--- src/rtl/tap_serializer_if.sv ---
// Byte stream link from tap_serializer to its consumer: valid/ready handshake
// with an end-of-frame marker.
interface tap_serializer_if #(
    parameter int DW = 8
);
    logic          m_valid;
    logic [DW-1:0] m_data;
    logic          m_last;
    logic          m_ready;

    modport master (output m_valid, output m_data, output m_last, input m_ready);
    modport slave  (input m_valid, input m_data, input m_last, output m_ready);
endinterface

--- src/rtl/tap_serializer.sv ---
// Snapshots three pipeline tap bytes on a sample strobe and streams them as a
// framed byte sequence. TAP_SERIALIZER_CHECKSUM_EN appends an XOR checksum byte.
module tap_serializer #(
    parameter int             DW  = 8,
    parameter logic [DW-1:0]  SOF = 8'hA5
) (
    input  logic              i_clk,
    input  logic              i_rst,
    input  logic [DW-1:0]     i_tap1,
    input  logic [DW-1:0]     i_tap2,
    input  logic [DW-1:0]     i_tap3,
    input  logic              i_sample,
    tap_serializer_if.master  m_if,
    output logic              o_busy,
    output logic [7:0]        o_drop_cnt
);

    localparam logic [2:0] S_IDLE = 3'd0;
    localparam logic [2:0] S_HDR  = 3'd1;
    localparam logic [2:0] S_B1   = 3'd2;
    localparam logic [2:0] S_B2   = 3'd3;
    localparam logic [2:0] S_B3   = 3'd4;
`ifdef TAP_SERIALIZER_CHECKSUM_EN
    localparam logic [2:0] S_CK   = 3'd5;
    localparam logic [2:0] S_LAST = S_CK;
`else
    localparam logic [2:0] S_LAST = S_B3;
`endif

    logic [2:0]    r_state;
    logic [DW-1:0] r_h1, r_h2, r_h3;
    logic          r_valid;
    logic [DW-1:0] r_data;
    logic          r_last;
    logic [7:0]    r_drop_cnt;

    logic          w_hs;
    logic          w_capture;
    logic          w_drop;
    logic [2:0]    w_state_nxt;
    logic [DW-1:0] w_h1, w_h2, w_h3;
    logic [DW-1:0] w_data_nxt;

    always_comb begin
        w_hs        = r_valid & m_if.m_ready;
        w_capture   = 1'b0;
        w_state_nxt = r_state;
        if (r_state == S_IDLE) begin
            if (i_sample) begin
                w_capture   = 1'b1;
                w_state_nxt = S_HDR;
            end
        end else if (w_hs) begin
            if (r_state == S_LAST) begin
                w_capture   = i_sample;
                w_state_nxt = i_sample ? S_HDR : S_IDLE;
            end else begin
                w_state_nxt = r_state + 3'd1;
            end
        end
        // In IDLE a sample always captures, so anything not captured is a drop.
        w_drop = i_sample & ~w_capture;

        w_h1 = w_capture ? i_tap1 : r_h1;
        w_h2 = w_capture ? i_tap2 : r_h2;
        w_h3 = w_capture ? i_tap3 : r_h3;

        // Output byte is precomputed from the next state so outputs stay registered.
        w_data_nxt = '0;
        case (w_state_nxt)
            S_HDR:   w_data_nxt = SOF;
            S_B1:    w_data_nxt = w_h1;
            S_B2:    w_data_nxt = w_h2;
            S_B3:    w_data_nxt = w_h3;
`ifdef TAP_SERIALIZER_CHECKSUM_EN
            S_CK:    w_data_nxt = SOF ^ w_h1 ^ w_h2 ^ w_h3;
`endif
            default: w_data_nxt = '0;
        endcase
    end

    always_ff @(posedge i_clk) begin
        if (i_rst) begin
            r_state    <= S_IDLE;
            r_h1       <= '0;
            r_h2       <= '0;
            r_h3       <= '0;
            r_valid    <= 1'b0;
            r_data     <= '0;
            r_last     <= 1'b0;
            r_drop_cnt <= '0;
        end else begin
            r_state <= w_state_nxt;
            r_h1    <= w_h1;
            r_h2    <= w_h2;
            r_h3    <= w_h3;
            r_valid <= (w_state_nxt != S_IDLE);
            r_data  <= w_data_nxt;
            r_last  <= (w_state_nxt == S_LAST);
            if (w_drop && (r_drop_cnt != 8'hFF)) begin
                r_drop_cnt <= r_drop_cnt + 8'd1;
            end
        end
    end

    assign m_if.m_valid = r_valid;
    assign m_if.m_data  = r_data;
    assign m_if.m_last  = r_last;
    assign o_busy       = (r_state != S_IDLE);
    assign o_drop_cnt   = r_drop_cnt;

endmodule

--- src/flat_wrapper.sv ---
// flat-port wrapper written by rule: the top's interface ports become plain ports
module tap_serializer_flat 
#(
    parameter int             DW  = 8,
    parameter logic [DW-1:0]  SOF = 8'hA5
)
  (i_clk, i_rst, i_tap1, i_tap2, i_tap3, i_sample, o_busy, o_drop_cnt, m_if_m_valid, m_if_m_data, m_if_m_last, m_if_m_ready);
  tap_serializer_if #(.DW(DW)) m_if_i ();
  input  logic i_clk;
  input  logic i_rst;
  input  logic [DW-1:0] i_tap1;
  input  logic [DW-1:0] i_tap2;
  input  logic [DW-1:0] i_tap3;
  input  logic i_sample;
  output logic o_busy;
  output logic [7:0] o_drop_cnt;
  output wire logic [$bits(m_if_i.m_valid)-1:0] m_if_m_valid;
  output wire logic [$bits(m_if_i.m_data)-1:0] m_if_m_data;
  output wire logic [$bits(m_if_i.m_last)-1:0] m_if_m_last;
  input wire logic [$bits(m_if_i.m_ready)-1:0] m_if_m_ready;
  assign m_if_m_valid = m_if_i.m_valid;
  assign m_if_m_data = m_if_i.m_data;
  assign m_if_m_last = m_if_i.m_last;
  assign m_if_i.m_ready = m_if_m_ready;
  tap_serializer #(.DW(DW), .SOF(SOF)) u_core (.i_clk(i_clk), .i_rst(i_rst), .i_tap1(i_tap1), .i_tap2(i_tap2), .i_tap3(i_tap3), .i_sample(i_sample), .m_if(m_if_i), .o_busy(o_busy), .o_drop_cnt(o_drop_cnt));
endmodule
--- config.mk ---
export PLATFORM = sky130hd
export DESIGN_NAME = tap_serializer_flat
export DESIGN_NICKNAME = d
export VERILOG_FILES = /design/src/rtl/tap_serializer_if.sv /design/src/rtl/tap_serializer.sv /design/src/flat_wrapper.sv
export SDC_FILE = /design/constraint.sdc
export NUM_CORES = 1
export LEC_CHECK = 0
export CAP_MARGIN = 0
export CORE_ASPECT_RATIO = 0.6
export CORE_MARGIN = 2
export CORE_UTILIZATION = 53
export DETAILED_ROUTE_END_ITERATION = 8
export PLACE_DENSITY = 0.93
export SLEW_MARGIN = 20
export SYNTH_ARGS = -nofsm -noshare
export SYNTH_HDL_FRONTEND = slang
export SYNTH_SLANG_ARGS = --single-unit
--- constraint.sdc ---
create_clock -name i_clk -period 5.1 [get_ports i_clk]
set_input_delay 1.275 -clock i_clk [delete_from_list [all_inputs] [get_ports i_clk]]
set_output_delay 1.275 -clock i_clk [all_outputs]
set_load 0.05 [all_outputs]
-- Word-level counts from Yosys, hierarchy flattened
Cells that the tools add are included.
- multipliers: 0
- multiplexer cells: 13
- div/mod/pow operators: 0
- order comparisons: 0
- shift operators: 0
- bitwise operators: 3
- equal/unequal tests: 6
- reductions and logical operators: 4
- add/sub/neg operators: 2
- operator list (operator ; count):
    $pmux 8 s4 ; 1
    $mux 8 ; 3
    $mux 3 ; 4
    $add 8x1->8 const B ; 1
    $ne 8x8->1 const B ; 1
    $eq 3x2->1 const B ; 2
    $eq 3x3->1 const B ; 2
    $reduce_bool 3->1 ; 2
    $mux 1 ; 5
    $add 3x1->3 const B ; 1
    $eq 3x1->1 const B ; 1
    $logic_not 3->1 ; 1
    $and 1x1->1 ; 2
    $logic_and 1x1->1 ; 1
    $not 1->1 ; 1
- word-level logic and storage cells: 36
- memory bits (read-only): 0
- output and inout port bits: 19
- bits of input ports: 28
- memories kept: 0
- RAM bits: 0
- bits in registers: 45
- bits in latches: 0

-- Logic depth before layout (Yosys ltp)
Gate-level depths: netlist of the first run.
- word-level depth: 7
- mapped depth: 8
- mapped depth without buffers: 7

-- Worst setup path after synthesis of the first run
Ideal clock, no wire load.
- path kind: in2reg
- from: input i_sample
- to: register u_core.r_data[0], in the netlist u_core.m_if.m_data[0]
- data required time: 5009 ps
- stages on the path: 5
- arrival: 2441 ps
- slack: 2567 ps
- cell sequence: nor2_1 -> a2bb2oi_2 -> nand2_1 -> or4_1 -> a311oi_1
- word-level cells in the longest chain between the ends: 6
- RTL lines (item ; RTL line ; source):
    start: declaration ; flat_wrapper.sv:14 ; input logic i_sample;
    $mux 1 ; tap_serializer.sv:49, tap_serializer.sv:56 ;
    $mux 3 ; tap_serializer.sv:54 ; if (r_state == S_LAST) begin
    $mux 3 ; tap_serializer.sv:53 ; end else if (w_hs) begin
    $mux 3 ; tap_serializer.sv:48 ; if (r_state == S_IDLE) begin
    $eq 3x3->1, or another cell as far along ; tap_serializer.sv:70 ; case (w_state_nxt)
    $pmux 8 s4 (*) ; tap_serializer.sv:70 ;
    end signal: assignment ; tap_serializer.sv:98 ; r_data <= w_data_nxt;
    end: declaration ; tap_serializer.sv:33 ; logic [DW-1:0] r_data;
Every way passes the cells marked *; elsewhere a longest branch is shown, timed or not.
A chain may end at the register's enable or synchronous reset.

-- Worst setup path in the final report of the first run
- from: input i_sample
- to: register u_core.r_data[2], in the netlist u_core.m_if.m_data[2]
The elaborated chain is that of the path after synthesis.

==> results of run 1 <==
## worst min-delay path, delay by kind of cell, from the launching register on
family / cells / cell delay (ns)
and+or+nand+nor: 1 / 0.05
AOI/OAI and AO/OA: 1 / 0.06
DFF: 1 / 0.31
## how the worst min path moves through the flow
| stage | startpoint | to | slack (ns) | cells past startpoint |
|---|---|---|---|---|
| 2_1_floorplan | u_core.r_h2[1]$_SDFF_PP0_ | u_core.r_h2[1]$_SDFF_PP0_ | 0.43 | 2 |
| 3_3_place_gp | u_core.r_h2[1]$_SDFF_PP0_ | u_core.r_h2[1]$_SDFF_PP0_ | 0.44 | 2 |
| 3_5_place_dp | u_core.r_h2[1]$_SDFF_PP0_ | u_core.r_h2[1]$_SDFF_PP0_ | 0.45 | 2 |
| 4_1_cts | u_core.r_h2[1]$_SDFF_PP0_ | u_core.r_h2[1]$_SDFF_PP0_ | 0.46 | 2 |
| 5_1_grt | u_core.r_h2[1]$_SDFF_PP0_ | u_core.r_h2[1]$_SDFF_PP0_ | 0.48 | 2 |
| 6_report | u_core.r_h2[1]$_SDFF_PP0_ | u_core.r_h2[1]$_SDFF_PP0_ | 0.47 | 2 |
## state kept, by name (all words and copies together) (netlist names)
| name | flops |
|---|---|
| u_core.m_if.m_data | 8 |
| u_core.o_drop_cnt | 8 |
| u_core.r_h1 | 8 |
| u_core.r_h2 | 8 |
| u_core.r_h3 | 8 |
| u_core.r_state | 3 |
| u_core.m_if.m_last | 1 |
| u_core.m_if.m_valid | 1 |
## metrics by stage
step	setup WS, ns	util (%)	area, um^2
CTS	1.60	71.7	2670
finish	1.62	71.6	2670
detailed placement	1.27	68.9	2570
global route	1.43	71.6	2670
global placement	1.43	68.9	2570
floorplan	2.57	-	2080
## per-layer routing
| metal | routed length (um) | global-route usage (%) |
|---|---|---|
| met1 | 2320 | 32.2 |
| met2 | 2270 | 36.8 |
| met3 | 453 | 7.24 |
| met4 | 71 | 7.14 |
| met5 | 0 | 0 |
## layout make-up
class	count	area, um^2	share of cell area, %
repair buffers	47	463	17.4
flip-flops and latches	45	901	33.8
clock buffers	5	68.8	2.58
multi-input cells	164	1120	42.0
well taps	47	58.8	2.21
clock inverters	2	35.0	1.31
inverters	5	18.8	0.704
## power groups by stage
stage	Sequential (mW)	Combinational, mW	Clock, mW
finish	0.395	0.228	0.261
global route	0.397	0.243	0.282
CTS	0.394	0.227	0.265
detailed placement	0.402	0.224	0
global placement	0.401	0.215	0
floorplan	0.433	0.118	0
## cells in the mapped netlist, types with 3 or more instances
library cell	instances	area [um^2]
a2111oi_0	3	26.3
a211oi_1	5	37.5
a21oi_1	11	55.1
a311o_1	4	40.0
a311oi_1	4	35.0
and2_1	3	18.8
clkbuf_1	6	22.5
dfxtp_1	45	901
ha_1	3	37.5
inv_1	5	18.8
mux2_2	12	135
mux2i_1	5	50.1
nand2_1	22	82.6
nand3_1	13	65.1
nor2_1	22	82.6
nor2b_1	12	75.1
o21ai_0	8	40.0
or4_1	5	37.5
xnor2_1	7	61.3
## logic make-up (layout without fill, tap and decap cells)
logic type	count (synthesis)	in the layout	synth area share, %
AOI/OAI and AO/OA	49	49	17.3
xor gates and xnor gates	7	7	2.94
adders and majority gates	3	3	1.80
buffers and inverters	14	59	3.00
DFF	45	45	43.2
muxes	17	17	8.89
and+or+nand+nor	88	88	22.8
==> metrics.cfg, run 1 <==
[status]
status = completed

[setup_path]
crit_chain = clkdlybuf4s50_1, nand2_1, nor2_2, mux2i_1, or4_1, a311oi_1
cp_top_family = simple AND/OR/NAND/NOR gates
path_class = primary input to register
cp-endpoint = u_core.m_if.m_data[2]$_SDFF_PP0_
path_depth = 6
ff2ff_setup_slack_ns = 2.37
r2r-end = u_core.m_if.m_data[2]$_SDFF_PP0_
ff2ff_path_depth = 7
worst_path_max_delay_cell = nor2_2
path_max_fanout = 21
cp.required_ns = 5.31
reg2reg_from = u_core.r_state[1]$_SDFF_PP0_
start_kind = primary input
arrival_ns = 3.69
slowest_delay_ns = 0.79
cp-startpoint = i_sample
crit_buf_inv = 1
critical_path.endpoint_type = register

[clock_network]
clk_path_buf_depth = 2
cts_tree = built
htreeDepth = 2
cts_setup_buffers = 0
cts_hold_buf = 0
cts_buffers = 5
cts.root.buffer_cell = clkbuf_8
cts_resized = 0
clkLatencyLatePin_ns = 0.30
clk_pin_slew_ns = 0.08
cts_sinks = 45

[drt]
num_vias = 1855
viasPerCell = 5.89
drt_iter0_markers = 115
drc_errors = 0
wl_per_cell_um = 16.2
antenna_left = 0
first_pass_iters = 4
routed_wl_um = 5110

[floorplanning]
core-area_mm2 = 0.00372
placementRows = 17
ios = 47
die_area_mm2 = 0.00446
die_y_um = 52.6
start_util_pct = 56.0
die_w_um = 84.9

[final_layout]
drive_gt1_share_pct = 12.3
diodes = 0
nNetsFinal = 299
layout_common_cells = 45 x clkdlybuf4s50_1, 45 x dfxtp_1, 22 x nor2_1, 22 x nand2_1, 13 x nand3_1
final_cells = 315
syn_to_final_growth_pct = 27.9
final.fill_count = 285

[sta]
rsz0062_at_grt = false
period_minus_slack_ns = 3.48
tns_ns = 0
worstMarginPinSlew_ns = 1.01
max_freq_mhz = 287
slew_violations = 0
fin_skew_ns = 0.00673
period_share_pct = 68.3
hold_ws_ns = 0.466
maxSlewHeadroom_pct = 32.3
hold_viol = 0
setup_viol = 0

[power]
power_frac_clock_pct = 29.5
p_per_area_mw_per_mm2 = 331
swShare_pct = 30.9
p_switching_mw = 0.273
p_int_mw = 0.610
total_power_mw = 0.883
ir_worst_vdd_v = 0.000185
pwr-share-comb_pct = 25.8
seqPwrFrac_pct = 44.7
leakage_nw = 0.929

[global_route]
grt_pass1_wl_um = 8050
grt.total_usage_pct = 23.8
grt_pass1_vias = 1671
grt_antenna_before_repair = 0
grt_max_degree = 33
overflow = 0

[min_path]
worstHoldPathType = register to register

[synth]
synth.distinct_cells = 43
synth_nets = 254
yosys_most_used_dff = dfxtp_1
yosys_warnings = 0
synth-seq-area-share_pct = 43.2
synth_cells = 223
synth-seq-cells = 45
synth-async-reset-ratio_pct = 0
synth_area_mm2 = 0.00208
synth_area_per_cell_um2 = 9.34
synth_edf_count = 0

[place]
gp_congestion = 0.851
dp_cells = 308
port-buffer-count = 46
hpwl_um = 3600

[job]
maxCapViolations = 0

No activity file was read; power rests on OpenSTA's default activity.
==> run 2: changes to the inputs <==
--- a/config.mk
+++ b/config.mk
@@ -8,9 +8,9 @@
 export CAP_MARGIN = 0
 export CORE_ASPECT_RATIO = 0.6
 export CORE_MARGIN = 2
-export CORE_UTILIZATION = 53
+export CORE_UTILIZATION = 50
 export DETAILED_ROUTE_END_ITERATION = 8
-export PLACE_DENSITY = 0.93
+export PLACE_DENSITY = 0.88
 export SLEW_MARGIN = 20
 export SYNTH_ARGS = -nofsm -noshare
 export SYNTH_HDL_FRONTEND = slang
==> constraint.sdc (replaced) <==
create_clock -name i_clk -period 3.5 [get_ports i_clk]
set_input_delay 0.875 -clock i_clk [delete_from_list [all_inputs] [get_ports i_clk]]
set_output_delay 0.875 -clock i_clk [all_outputs]
set_load 0.05 [all_outputs]
==> metrics.cfg, run 2 (synthesis results as in run 1) <==
[status]
status = completed

[setup_path]
crit_buf_inv = 2
worst_path_max_delay_cell = clkdlybuf4s50_1
slowest_delay_ns = 0.83
arrival_ns = 2.18
path_class = register to output pin
path_max_fanout = 7
crit_chain = inv_1, ha_1, nand2b_2, clkdlybuf4s50_1
cp_top_family = buffers and inverters
start_kind = register
critical_path.endpoint_type = output pin
cp.required_ns = 2.62

[final_layout]
postLayoutCoreUtil_pct = 67.1
syn_to_final_growth_pct = 30.6
layout_common_cells = 46 x clkdlybuf4s50_1, 45 x dfxtp_1, 22 x nor2_1, 22 x nand2_1, 13 x nand3_1
mostFrequentLayoutCell = clkdlybuf4s50_1
drive_gt1_share_pct = 12.9
final_cells = 322
diodes = 0
stdcell_area_mm2 = 0.00272
final.fill_count = 337
nNetsFinal = 302

[sta]
maxSlewHeadroom_pct = 46.8
max_freq_mhz = 327
rsz0062_at_grt = false
tns_ns = 0
slew_violations = 0
worstMarginPinSlew_ns = 0.795
hold_viol = 0
fin_skew_ns = 0.00788
setup_viol = 0
period_share_pct = 87.4
period_minus_slack_ns = 3.06
hold_ws_ns = 0.459

[global_route]
grt_pass1_wl_um = 7360
grt_max_degree = 28
grt_use_met3_pct = 5.37
grt.total_usage_pct = 21.0
grt_busiest_layer = met2
grt_pass1_vias = 1587
grt_antenna_before_repair = 0
grt_use_met2_pct = 30.3
grt_util_met1_pct = 30.1
overflow = 0

[drt]
antenna_left = 0
routed_wl_um = 4840
num_vias = 1850
viasPerCell = 5.75
drc_errors = 0
drt_iter0_markers = 159
wl_per_cell_um = 15.0
first_pass_iters = 4

[clock_network]
cts_hold_buf = 0
cts_tree = built
clkLatencyLatePin_ns = 0.30
cts_resized = 0
clk_pin_slew_ns = 0.08
cts_buffers = 5
cts_sinks = 45
clk_path_buf_depth = 2
htreeDepth = 2
cts.root.buffer_cell = clkbuf_8
cts_setup_buffers = 0

[floorplanning]
core-area_mm2 = 0.00405
die_w_um = 87.3
die_area_mm2 = 0.00472
placementRows = 18
die_y_um = 54
ios = 47
start_util_pct = 51.4

[power]
swShare_pct = 30.0
leakage_nw = 0.953
ir_worst_vdd_v = 0.000275
p_per_area_mw_per_mm2 = 485
seqPwrFrac_pct = 43.4
power_frac_clock_pct = 31.1
p_int_mw = 0.923
p_switching_mw = 0.396
pwr-share-comb_pct = 25.4

[min_path]
worstHoldPathType = register to register

[place]
dp_cells = 314
hpwl_um = 3520
port-buffer-count = 46
placed_area_mm2 = 0.00261
gp_congestion = 0.918

[job]
maxCapViolations = 0

==> run 2: cell count changes in the layout (fill, tap and decap cells not counted) <==
| cell | change |
|---|---|
| buf_12 | +1 |
| buf_2 | -1 |
| buf_4 | +2 |
| clkbuf_1 | +1 |
| clkbuf_8 | +1 |
| clkdlybuf4s50_1 | +1 |
| clkinv_2 | -1 |
==> run 2: layout make-up <==
class / instances / area (um^2) / area share [%]
sequential: 45 / 901 / 33.1
multi-input combinational: 164 / 1120 / 41.1
clock inverter: 1 / 30.0 / 1.10
inverter: 5 / 18.8 / 0.690
clock buffer: 7 / 86.3 / 3.17
timing repair buffer: 50 / 503 / 18.5
tap: 50 / 62.6 / 2.30
==> run 2: worst min-delay path, delay by kind of cell, from the launching register on <==
family | cells | cell delay (ns)
flip-flops | 1 | 0.31
AND/OR/NAND/NOR | 1 | 0.05
AO/OA/AOI/OAI | 1 | 0.05
==> run 2: power groups by stage <==
stage	Sequential, mW	Combinational [mW]	Clock [mW]
floorplan	0.631	0.172	0
CTS	0.573	0.333	0.411
finish	0.573	0.335	0.411
global route	0.577	0.359	0.437
global placement	0.584	0.325	0
detailed placement	0.585	0.331	0
==> run 2: final timing paths <==
check	start	endpoint	slack (ns)	cells past startpoint
hold / removal	u_core.r_h2[3]$_SDFF_PP0_	u_core.r_h2[3]$_SDFF_PP0_	0.46	2
hold reg to reg	u_core.r_h2[3]$_SDFF_PP0_	u_core.r_h2[3]$_SDFF_PP0_	0.46	2
setup reg to reg	u_core.r_state[0]$_SDFF_PP0_	u_core.m_if.m_data[2]$_SDFF_PP0_	0.99	7
setup / recovery	u_core.r_state[0]$_SDFF_PP0_	o_busy	0.44	4
==> run 2: through the flow <==
step           total power, mW  setup WS, ns
6_report                  1.32         0.442
5_1_grt                   1.37         0.389
4_1_cts                   1.32         0.478
3_5_place_dp             0.916         0.429
3_3_place_gp             0.909         0.422
2_1_floorplan            0.803          1.32
==> run 2: per-layer routing <==
metal / wire length [um] / up-vias
met5: 0 / -
met4: 82 / 0
met3: 435 / 11
met2: 2030 / 80
met1: 2290 / 860
li1: - / 899
==> run 3: changes to the inputs <==
--- a/config.mk
+++ b/config.mk
@@ -7,7 +7,7 @@
 export LEC_CHECK = 0
 export CAP_MARGIN = 0
 export CORE_ASPECT_RATIO = 0.6
-export CORE_MARGIN = 2
+export CORE_MARGIN = 5
 export CORE_UTILIZATION = 50
 export DETAILED_ROUTE_END_ITERATION = 8
 export PLACE_DENSITY = 0.88
==> metrics.cfg, run 3 (synthesis results as in run 1) <==
[status]
status = completed

[setup_path]
r2r-end = u_core.m_if.m_data[0]$_SDFF_PP0_
path_max_fanout = 7
reg2reg_from = u_core.r_state[0]$_SDFF_PP0_
start_kind = register
arrival_ns = 2.17
slowest_delay_ns = 0.83
crit_chain = inv_1, ha_1, nand2b_2, clkdlybuf4s50_1
path_depth = 4
critical_path.endpoint_type = output pin
crit_buf_inv = 2
cp-startpoint = u_core.r_state[0]$_SDFF_PP0_
worst_path_max_delay_cell = clkdlybuf4s50_1
ff2ff_path_depth = 7
cp-endpoint = o_busy
ff2ff_setup_slack_ns = 1.02
path_class = register to output pin
cp_top_family = buffers and inverters
cp.required_ns = 2.62

[global_route]
overflow = 0
grt.total_usage_pct = 17.9
grt_pass1_vias = 1564
grt_antenna_before_repair = 0
grt_pass1_wl_um = 7700
grt_max_degree = 25

[sta]
fin_skew_ns = 0.00627
rsz0062_at_grt = false
max_freq_mhz = 329
hold_viol = 0
tns_ns = 0
setup_viol = 0
period_minus_slack_ns = 3.04
worstMarginPinSlew_ns = 0.955
slew_violations = 0
period_share_pct = 87.0
maxSlewHeadroom_pct = 36.1

[power]
swShare_pct = 29.5
p_per_area_mw_per_mm2 = 478
ir_worst_vdd_v = 0.000299
power_frac_clock_pct = 30.8
seqPwrFrac_pct = 43.8
p_int_mw = 0.923
pwr-share-comb_pct = 25.4
leakage_nw = 0.958
p_switching_mw = 0.386

[drt]
routed_wl_um = 4770
drt-met1-wl_um = 2320
antenna_left = 0
drt_iter0_markers = 126
drc_errors = 0
wl_met2_um = 1940
top_layer_used = met4
wl_per_cell_um = 14.3
route.met3.wl_um = 441
first_pass_iters = 4
viasPerCell = 5.45
num_vias = 1820

[place]
gp_congestion = 0.858
hpwl_um = 3600
port-buffer-count = 46

[floorplanning]
core-area_mm2 = 0.00408
ios = 47
start_util_pct = 51.1
die_area_mm2 = 0.00560
placementRows = 18
die_w_um = 93.3
die_y_um = 60

[final_layout]
diodes = 0
mostFrequentLayoutCell = clkdlybuf4s50_1
nNetsFinal = 304
syn_to_final_growth_pct = 31.4
layout_common_cells = 46 x clkdlybuf4s50_1, 45 x dfxtp_1, 22 x nor2_1, 22 x nand2_1, 13 x nand3_1
drive_gt1_share_pct = 13.5
postLayoutCoreUtil_pct = 67.1
final.fill_count = 326

[clock_network]
clkLatencyLatePin_ns = 0.30
clk_pin_slew_ns = 0.07
cts_resized = 0
htreeDepth = 2
cts_setup_buffers = 0
cts_tree = built
cts_sinks = 45
cts_hold_buf = 0
cts_buffers = 5
cts.root.buffer_cell = clkbuf_8
clk_path_buf_depth = 2

[job]
maxCapViolations = 0

[min_path]
worstHoldPathType = register to register

## run 3: changes by cell type in the layout (fill, tap and decap cells not counted)
cell    before  now
buf_12       1    0
buf_4        3    6
## run 3: stage by stage
step / setup slack, ns / cell area [um^2] / instances / hold slack (ns) / power [mW]
after floorplan: 1.32 / 2080 / 223 / 0.433 / 0.803
after global placement: 0.514 / 2620 / 326 / 0.443 / 0.906
after detailed placement: 0.455 / 2620 / 326 / 0.448 / 0.915
after CTS: 0.461 / 2740 / 334 / 0.458 / 1.31
after global routing: 0.357 / 2740 / 334 / 0.483 / 1.36
final: 0.456 / 2740 / 334 / 0.458 / 1.31
## run 3: worst min path at each step
| stage | startpoint | end | cells after the start |
|---|---|---|---|
| 6_report | u_core.r_h2[3]$_SDFF_PP0_ | u_core.r_h2[3]$_SDFF_PP0_ | 2 |
| 5_1_grt | u_core.r_h2[3]$_SDFF_PP0_ | u_core.r_h2[3]$_SDFF_PP0_ | 2 |
| 4_1_cts | u_core.r_h2[3]$_SDFF_PP0_ | u_core.r_h2[3]$_SDFF_PP0_ | 2 |
| 3_5_place_dp | u_core.r_h2[3]$_SDFF_PP0_ | u_core.r_h2[3]$_SDFF_PP0_ | 2 |
| 3_3_place_gp | u_core.r_h2[3]$_SDFF_PP0_ | u_core.r_h2[3]$_SDFF_PP0_ | 2 |
| 2_1_floorplan | u_core.r_h2[1]$_SDFF_PP0_ | u_core.r_h2[1]$_SDFF_PP0_ | 2 |
## run 3: cell type report
type	count	area, um^2	share of cell area [%]
clock buffers	7	86.3	3.16
clock inverters	1	30.0	1.10
inverters	5	18.8	0.686
multi-input cells	164	1120	40.9
repair buffers	52	505	18.5
well taps	60	75.1	2.74
flip-flops and latches	45	901	32.9
## run 3: worst min-delay path, cell delays in order, from the launching register on
cell and delay [ns]:
dfxtp_1 0.31, nand2_1 0.05, a21oi_1 0.05
## run 3: per-layer routing
layer | vias to the layer above | global-route usage [%]
li1 | 902 | -
met1 | 837 | 27.1
met2 | 74 | 24.2
met3 | 7 | 4.78
met4 | 0 | 6.26
met5 | - | 0
## run 3: power groups by stage
stage	logic [mW]	clock network (mW)	registers, mW
2_1_floorplan	0.172	0	0.631
3_3_place_gp	0.323	0	0.584
3_5_place_dp	0.330	0	0.585
4_1_cts	0.332	0.408	0.573
5_1_grt	0.356	0.429	0.578
6_report	0.332	0.403	0.574
==> patch 1: new RTL, config.mk and constraints of run 2 <==
Take the reset off `r_data` and load it in a clocked block of its own.
--- a/src/rtl/tap_serializer.sv
+++ b/src/rtl/tap_serializer.sv
@@ -87,5 +87,4 @@
             r_h3       <= '0;
             r_valid    <= 1'b0;
-            r_data     <= '0;
             r_last     <= 1'b0;
             r_drop_cnt <= '0;
@@ -96,5 +95,4 @@
             r_h3    <= w_h3;
             r_valid <= (w_state_nxt != S_IDLE);
-            r_data  <= w_data_nxt;
             r_last  <= (w_state_nxt == S_LAST);
             if (w_drop && (r_drop_cnt != 8'hFF)) begin
@@ -102,4 +100,8 @@
             end
         end
+    end
+
+    always_ff @(posedge i_clk) begin
+        r_data <= w_data_nxt;
     end
 
Behaviour: not the same (Yosys sat finds a counterexample within 4 cycles, from zero or initial values and one cycle with i_rst high).
==> patch 1 against run 2 <==
Synthesized area shrank 9.6%. Routed wire length down 15%. Final area decreased by 9.7%. Sequential power fell by 0.9%. Sequential cell count did not move. Power down 10%. Clock power decreased by 22%. Worst setup slack better by 170 ps. Hold slack improved by 35 ps.
==> patch 1: results (changes against run 2) <==
wl_met1_mm: 2.032  # -11%
nNetsFinal: 270  # -11%
dp_cells: 279  # -11%
dp_hpwl_mm: 2.881  # -18%
synth.mux.area_fraction_pct: 14.55  # +5.7 points
whs_ps: 493.3  # +34.66 ps
reg2reg_to: "u_core.m_if.m_data[2]"
grt_pass1_wl_mm: 6.782  # -7.8%
wl_mm: 4.091  # -15%
synth-compound-area-share_pct: 8.970  # -8.3 points
status: "completed"
hold_path_end: "u_core.r_h2[6]"
ys_top_cells_by_area: "dfxtp_1, mux2i_1, nor2_1, mux2_2, nor2b_1"
wl_met3_um: 274  # -37%
max_stage_delay_ps: 810  # -20 ps
drt-initial-drc-count: 89  # -44%
synthXorXnorAreaFrac_pct: 3.256  # +0.31 points
vias: 1503  # -19%
grt.total_usage_pct: 20.62  # -0.34 points
ir_drop_uv: 358.6  # +30%
layout-drive-gt1-share_pct: 10.04  # -2.8 points
gr-usage-met2_pct: 29.84  # -0.46 points
hp-start: "u_core.r_h2[6]"
final_cells: 286  # -11%
grt_max_degree: 38  # +36%
grt_use_met3_pct: 7.619  # +2.3 points
clock_skew_ps: 6.311  # -1.568 ps
worstPathArrival_ps: 2020  # -160 ps
wl_met2_mm: 1.722  # -15%
tightest_slew_ps: 557.3  # -238.1 ps
-- patch 1: changes by cell type in the layout (fill, tap and decap cells not counted), moves of 4 or more --
cell	delta
a311oi_1	-4
nand3_1	-8
or4_1	-5
nor2_1	+10
a211oi_1	-5
nor4_1	+7
o21ai_0	-7
a21oi_1	-10
nand2_1	-5
a311o_1	-4
a32o_1	+4
mux2i_1	+12
a221o_1	+4
mux2_2	-4
-- patch 1: power breakdown --
group          leakage [nW]  internal (mW)  switching [mW]
Clock                0.0443          0.157           0.165
Combinational         0.533          0.124           0.170
Sequential            0.369          0.551          0.0174
-- patch 1: final cells by class --
type                    instances  area, um2
fillers                       268       1179
multi-input cells             136      925.9
flip-flops and latches         45      900.9
repair buffers                 48      475.5
clock buffers                   7      86.33
well taps                      47      58.81
inverters                       3      11.26
-- patch 1: worst max-delay path, delay by kind of cell (launching register included) --
kind,cells,cell delay (ps)
adder cells (fa/ha/maj),1,250
flip-flops,1,460
AND/OR/NAND/NOR,1,120
buffers and inverters,2,880
==> patch 2: new RTL, settings of run 2 <==
Made on the original files. `DW` is set to 8 in 3 places; all go to 12.
--- a/src/rtl/tap_serializer_if.sv
+++ b/src/rtl/tap_serializer_if.sv
@@ -2,5 +2,5 @@
 // with an end-of-frame marker.
 interface tap_serializer_if #(
-    parameter int DW = 8
+    parameter int DW = 12
 );
     logic          m_valid;
--- a/src/rtl/tap_serializer.sv
+++ b/src/rtl/tap_serializer.sv
@@ -2,5 +2,5 @@
 // framed byte sequence. TAP_SERIALIZER_CHECKSUM_EN appends an XOR checksum byte.
 module tap_serializer #(
-    parameter int             DW  = 8,
+    parameter int             DW  = 12,
     parameter logic [DW-1:0]  SOF = 8'hA5
 ) (
--- a/src/flat_wrapper.sv
+++ b/src/flat_wrapper.sv
@@ -2,5 +2,5 @@
 module tap_serializer_flat 
 #(
-    parameter int             DW  = 8,
+    parameter int             DW  = 12,
     parameter logic [DW-1:0]  SOF = 8'hA5
 )
Ports: changed (resized i_tap1, i_tap2, i_tap3 and m_if_m_data); port bits go from 47 to 63. The function was not compared with the original's and may differ.
==> patch 2 against run 2 <==
Fmax is 4.1% lower. Sequential cell count is 16 higher. Worst setup slack worse by 130 ps. Power is 100% higher. Hold slack worse by 1.1 ps. Final cell count is 38% higher. Core utilization is 2.9 points higher. Final area is 33% higher. Combinational power grew to 3.2 times the old value. Synthesized area is 31% higher. Routed wire length is 44% higher. Highest routed layer unchanged.
==> patch 2: results (changes against run 2) <==
status: "completed"
ir_drop_uv: 356.0  # +30%
whs_ps: 457.6  # -1.055 ps
cts_inserted_buffers: 9  # +4
htreeDepth: 3  # +1
slowest_stage: "clkdlybuf4s50_1"
drt-initial-drc-count: 184  # +16%
worstPathArrival_ps: 2310  # +130 ps
synth_nets: 357  # +41%
grt.total_usage_pct: 24.01  # +3.0 points
max_stage_delay_ps: 810  # -20 ps
wl_mm: 6.984  # +44%
dp_hpwl_mm: 4.917  # +40%
clkLatencyLatePin_ps: 350  # +50 ps
synth-compound-area-share_pct: 19.58  # +2.3 points
p_leak_nw: 1.287  # +35%
synthAdderAreaFrac_pct: 1.376  # -0.43 points
yosysSeqAreaShare_pct: 44.75  # +1.5 points
synth_top_family_by_area: "simple AND/OR/NAND/NOR gates"
synthTopCellsByCount: "dfxtp_1, nand2_1, a21oi_1, nand3_1, nor2_1"
grt_pass1_wl_mm: 11.09  # +51%
tightest_slew_ps: 792.2  # -3.236 ps
portBuffers: 62  # +35%
pre_cts_ws_ps: 452.1  # +23.15 ps
ys_top_cells_by_area: "dfxtp_1, mux2_2, a21oi_1, nand2_1, nand3_1"
syn_avg_cell_area_um2: 8.691  # -7.0%
grt_max_degree: 41  # +46%
yosys.cell_types.count: 45  # +4.7%
nNetsFinal: 417  # +38%
synthXorXnorAreaFrac_pct: 2.247  # -0.70 points
vias: 2569  # +39%
dp_cells: 429  # +37%
fin_ws_ps: 310.7  # -131.0 ps
gp_congestion: 0.8430  # -8.2%
layout-drive-gt1-share_pct: 11.61  # -1.3 points
synth.mux.area_fraction_pct: 6.602  # -2.3 points
dpl_cell_area_um2: 3383  # +30%
==> patch 2: changes by cell type in the layout (fill, tap and decap cells not counted), moves of 5 or more <==
cell	change
dfxtp_1	+16
nand3_1	+10
o21ai_0	+10
or4_1	-5
nand2_1	+17
mux2i_1	-5
clkbuf_8	+5
a21oi_1	+22
clkdlybuf4s50_1	+15
==> patch 2: routing by layer <==
layer  part of all wire [%]  track usage, %  vias to the layer above
li1                       -               -                     1237
met1                     46           31.21                     1203
met2                     44           37.64                      112
met3                    7.7           9.421                       17
met4                    1.8           7.632                        0
met5                      0               0                        -
==> patch 2: final cells by class <==
cell class / instances / area [um2]
Clock buffer: 12 / 155.1
Clock inverter: 4 / 70.07
Fill cell: 398 / 1546
Inverter: 4 / 15.01
Multi-Input combinational cell: 229 / 1396
Sequential cell: 61 / 1221
Tap cell: 66 / 82.58
Timing Repair Buffer: 69 / 668.1
==> patch 2: critical path, delay by kind of cell, from the launching register on <==
kind	cells	cell delay (ps)
DFF	1	450
and+or+nand+nor	1	230
buffers and inverters	3	1000
adders and majority gates	1	280
==> patch 2: final timing paths <==
check,start,to,depth (start not counted)
max,u_core.r_state[0],o_busy,5
min,u_core.r_h2[9],u_core.r_h2[9],2
max reg2reg,u_core.r_state[0],u_core.m_if.m_data[7],7
min reg2reg,u_core.r_h2[9],u_core.r_h2[9],2
==> patch 2: kinds of logic after synthesis <==
family / after synthesis
compound gates: 82
xor+xnor: 7
fa+ha+maj: 3
buf+inv: 24
flops: 61
mux: 16
simple gates: 121
==> patch 2: where the power goes <==
group	leakage, nW	switching [mW]	total [mW]	internal (mW)
sequential	0.499	0.0644	0.878	0.813
clock	0.116	0.268	0.705	0.437
combinational	0.672	0.671	1.08	0.407
